### src/rtl/led_button_sequencer.sv
// Board-test controller: synchronises and debounces an active-low push button,
// classifies short/long presses and steps a 4-mode pattern onto a 3-LED bus.
module led_button_sequencer #(
    parameter int DEBOUNCE_CYCLES   = 16,
    parameter int TICK_CYCLES       = 8,
    parameter int LONG_PRESS_CYCLES = 64
) (
    input  logic       clk,
    input  logic       rst_n,
    input  logic       button_n,
    output logic [2:0] led,
    output logic [1:0] mode,
    output logic       press_pulse,
    output logic       long_pulse
);

    localparam int DB_W = $clog2(DEBOUNCE_CYCLES + 1);
    localparam int TK_W = $clog2(TICK_CYCLES);
    localparam int HD_W = $clog2(LONG_PRESS_CYCLES + 1);

    typedef enum logic [1:0] {
        M_OFF    = 2'd0,
        M_STATIC = 2'd1,
        M_BLINK  = 2'd2,
        M_CHASE  = 2'd3
    } mode_t;

    logic            sync1, sync2;
    logic            db_pressed;
    logic [DB_W-1:0] db_cnt;
    logic [HD_W-1:0] hold_cnt;
    logic [TK_W-1:0] tick_cnt;
    mode_t           state;

    logic  sync_pressed, db_flip, press_evt, long_evt, tick_wrap;
    mode_t next_mode;

    assign sync_pressed = ~sync2;
    assign db_flip      = (sync_pressed != db_pressed) &&
                          (db_cnt == DB_W'(DEBOUNCE_CYCLES - 1));
    assign press_evt    = db_flip && !db_pressed;
    // Saturation at LONG_PRESS_CYCLES keeps this from firing twice per press.
    assign long_evt     = db_pressed && (hold_cnt == HD_W'(LONG_PRESS_CYCLES - 1));
    assign tick_wrap    = (tick_cnt == TK_W'(TICK_CYCLES - 1));
    assign next_mode    = mode_t'(state + 2'd1);
    assign mode         = state;

    function automatic logic [2:0] start_pattern(input mode_t m);
        case (m)
            M_STATIC: start_pattern = 3'b111;
            M_BLINK:  start_pattern = 3'b111;
            M_CHASE:  start_pattern = 3'b001;
            default:  start_pattern = 3'b000;
        endcase
    endfunction

    always_ff @(posedge clk or negedge rst_n) begin
        if (!rst_n) begin
            sync1 <= 1'b1;
            sync2 <= 1'b1;
        end else begin
            sync1 <= button_n;
            sync2 <= sync1;
        end
    end

    always_ff @(posedge clk or negedge rst_n) begin
        if (!rst_n) begin
            db_pressed <= 1'b0;
            db_cnt     <= '0;
        end else if (sync_pressed == db_pressed) begin
            db_cnt <= '0;
        end else if (db_flip) begin
            db_pressed <= ~db_pressed;
            db_cnt     <= '0;
        end else begin
            db_cnt <= db_cnt + 1'b1;
        end
    end

    always_ff @(posedge clk or negedge rst_n) begin
        if (!rst_n)
            hold_cnt <= '0;
        else if (!db_pressed)
            hold_cnt <= '0;
        else if (hold_cnt != HD_W'(LONG_PRESS_CYCLES))
            hold_cnt <= hold_cnt + 1'b1;
    end

    // Mode, LED pattern and tick share one block so a mode change reloads
    // the pattern and restarts the tick on the same edge.
    always_ff @(posedge clk or negedge rst_n) begin
        if (!rst_n) begin
            state       <= M_OFF;
            led         <= 3'b000;
            tick_cnt    <= '0;
            press_pulse <= 1'b0;
            long_pulse  <= 1'b0;
        end else begin
            press_pulse <= press_evt;
            long_pulse  <= long_evt;
            if (press_evt) begin
                state    <= next_mode;
                led      <= start_pattern(next_mode);
                tick_cnt <= '0;
            end else if (long_evt) begin
                state    <= M_OFF;
                led      <= 3'b000;
                tick_cnt <= '0;
            end else begin
                tick_cnt <= tick_wrap ? '0 : tick_cnt + 1'b1;
                if (tick_wrap) begin
                    case (state)
                        M_BLINK: led <= ~led;
                        M_CHASE: led <= {led[1:0], led[2]};
                        default: ;
                    endcase
                end
            end
        end
    end

endmodule
### config.mk
export PLATFORM = sky130hd
export DESIGN_NAME = led_button_sequencer
export DESIGN_NICKNAME = d
export VERILOG_FILES = /design/src/rtl/led_button_sequencer.sv
export SDC_FILE = /design/constraint.sdc
export NUM_CORES = 1
export LEC_CHECK = 0
export ABC_AREA = 1
export CORE_MARGIN = 5
export CORE_UTILIZATION = 56
export DETAILED_ROUTE_END_ITERATION = 8
export PLACE_DENSITY = 0.81
export SLEW_MARGIN = 15
export SYNTH_ARGS = -nofsm -noshare
export SYNTH_HDL_FRONTEND = slang
export SYNTH_SLANG_ARGS = --single-unit
### constraint.sdc
create_clock -name clk -period 1.9 [get_ports clk]
set_input_delay 0.38 -clock clk [delete_from_list [all_inputs] [get_ports clk]]
set_output_delay 0.38 -clock clk [all_outputs]
set_load 0.005 [all_outputs]
==> impl_metrics.json <==
{
  "status": "finished clean",
  "power_mw": 0.8143,
  "crit_fanout": 5,
  "drtAntennaViolNets": 0,
  "cts_tree": "yes",
  "cts.sinks": 25,
  "timing.final.crit_period_ns": 1.701,
  "wl_um": 2259,
  "synth.avg_cell_area_sq_um": 9.193,
  "slowest_delay_ns": 0.54,
  "postSynthCellCount": 141,
  "fmax_mhz": 587.7,
  "die_w_um": 58.11,
  "drive_gt1_share_pct": 14.29,
  "mostFrequentLayoutCells": "nand2_1, dfrtp_1, inv_1",
  "r2r_setup_slack_ns": 0.38,
  "post-place-ws_ns": 0.4030,
  "cap_violations": 0,
  "ys_seq_elements": 25,
  "antenna_cells": 0,
  "drt-initial-drc-count": 23,
  "rsz0062_at_grt": "false",
  "yosysSeqAreaShare_pct": 48.46,
  "routed_via_density": 5.148,
  "firstDrtPassIters": 4,
  "fin_nets": 166,
  "drc": 0,
  "post-route-period-util_pct": 89.55,
  "crit_slowest_cell": "clkdlybuf4s50_1",
  "finish.utilization_pct": 65.50,
  "ir_worst_vdd_mv": 0.4935,
  "grt_util_all_layers_pct": 15.35,
  "syn_area_sq_um": 1296,
  "tightest_slew_ns": 0.4424,
  "maxSlewHeadroom_pct": 70.51,
  "wl_per_cell_um": 12.41,
  "leakage_nw": 0.7260,
  "initial_core_util_pct": 58.60,
  "maxSlewViolCount": 0,
  "hold_viol": 0,
  "rows": 17,
  "path_buf_inv": 1,
  "place_hpwl_um": 1763,
  "end_kind": "output port",
  "crit_family": "buffers and inverters",
  "overflow": 0,
  "arrival_ns": 1.32,
  "yosysWarnings": 0,
  "pin_count": 10,
  "die-height_um": 58.11,
  "synth_cell_types": 26,
  "syn_to_final_growth_pct": 11.78,
  "portBuffers": 9,
  "critical_path_class": "reg2out",
  "hold_slack_ns": 0.3696,
  "cts_resized": 0,
  "fin_ws_ns": 0.1985,
  "skew_ns": 0.003850,
  "hp-class": "reg2reg",
  "numCtsBuffers": 3,
  "worstSetupStartpointType": "flop",
  "fill_cells": 198,
  "path_clk_slew_ns": 0.13,
  "grt_pass1_wl_um": 4008,
  "cts_hold_buf": 0,
  "core_area_sq_um": 2212,
  "antenna_found_initial": 0,
  "grt_pass1_vias": 910,
  "cts-htree-levels": 1,
  "gp_congestion": 0.7862,
  "clk_path_buf_depth": 2,
  "worstPathCellList": "clkdlybuf4s50_1",
  "grt_max_degree": 26,
  "synth_nets": 152,
  "mostFrequentLayoutCell": "nand2_1",
  "setup-tns-final_ns": 0,
  "cts-root-buf": "clkbuf_4",
  "cellPowerDensity_nw_per_um2": 562.0,
  "setup_violations": 0,
  "die-area_sq_um": 3377,
  "postCtsSetupBuffers": 0,
  "required_ns": 1.52,
  "vias": 937,
  "clock_latency_ns": 0.32
}
-- path summary, 6_finish.rpt --
kind	from	to	cells after the start
max	mode[0]	mode[0]	1
min	sync1	sync2	0
max reg2reg	mode[0]	led[0]	9
min in group asynchronous	rst_n	hold_cnt[3]	2
min reg2reg	sync1	sync2	0
max in group asynchronous	rst_n	sync2	2
-- per-stage QoR --
stage	instance area, sq um	std cells
2_1_floorplan	1296	141
3_3_place_gp	1421	178
3_5_place_dp	1421	178
4_1_cts	1449	182
5_1_grt	1449	182
6_report	1449	182
-- report_power, final --
group | switching [mW] | internal [mW]
registers | 0.00621 | 0.542
clock network | 0.156 | 0.0788
logic | 0.0197 | 0.0117
-- cell families (layout without fill, tap and decap cells) --
group                    after synthesis  after routing  share of synthesized area (%)
AND/OR/NAND/NOR                       65             65                          27.03
buffers and inverters                 25             38                          8.109
adder cells (fa/ha/maj)                8              8                          7.722
AO/OA/AOI/OAI                         15             15                          6.081
flip-flops                            25             25                          48.46
XOR/XNOR                               3              3                          2.607
-- layout make-up --
type | count | area [sq um] | share of cell area (%)
clock buffers | 3 | 22.52 | 1.554
clock inverters | 1 | 5.005 | 0.3454
inverters | 24 | 97.59 | 6.736
multi-input cells | 91 | 563.0 | 38.86
flip-flops and latches | 25 | 628.1 | 43.35
well taps | 28 | 35.03 | 2.418
repair buffers | 10 | 97.59 | 6.736
-- layer usage --
layer  vias up  wire [um]  global-route usage (%)
met5         -          0                       0
met4         0         23                   3.974
met3         2         59                   2.895
met2        10       1115                   26.45
met1       446       1061                   19.72
li1        479          -                       -
-- Yosys cell counts (all sizes together) --
library cell,instances,area [sq um]
clkinv,1,8.760
inv,23,88.84
ha,8,100.1
nand2,32,127.6
nor2,11,63.81
a31oi,1,6.260
nor3b,1,7.510
dfrtp,23,575.6
o211ai,1,7.510
buf,1,7.510
nand3,12,82.58
nand4,3,33.78
xor2,3,33.79
a21oi,4,20.02
dfstp,2,52.55
o21ai,9,45.04
nor3,6,35.03
-- sequential cells by signal, summed over array words and instances, names as in the netlist --
name / count
hold_cnt: 7
db_pressed: 1
led: 3
mode: 2
sync2: 1
sync1: 1
tick_cnt: 3
press_pulse: 1
db_cnt: 5
long_pulse: 1
Power figures use the tool's default switching activity.
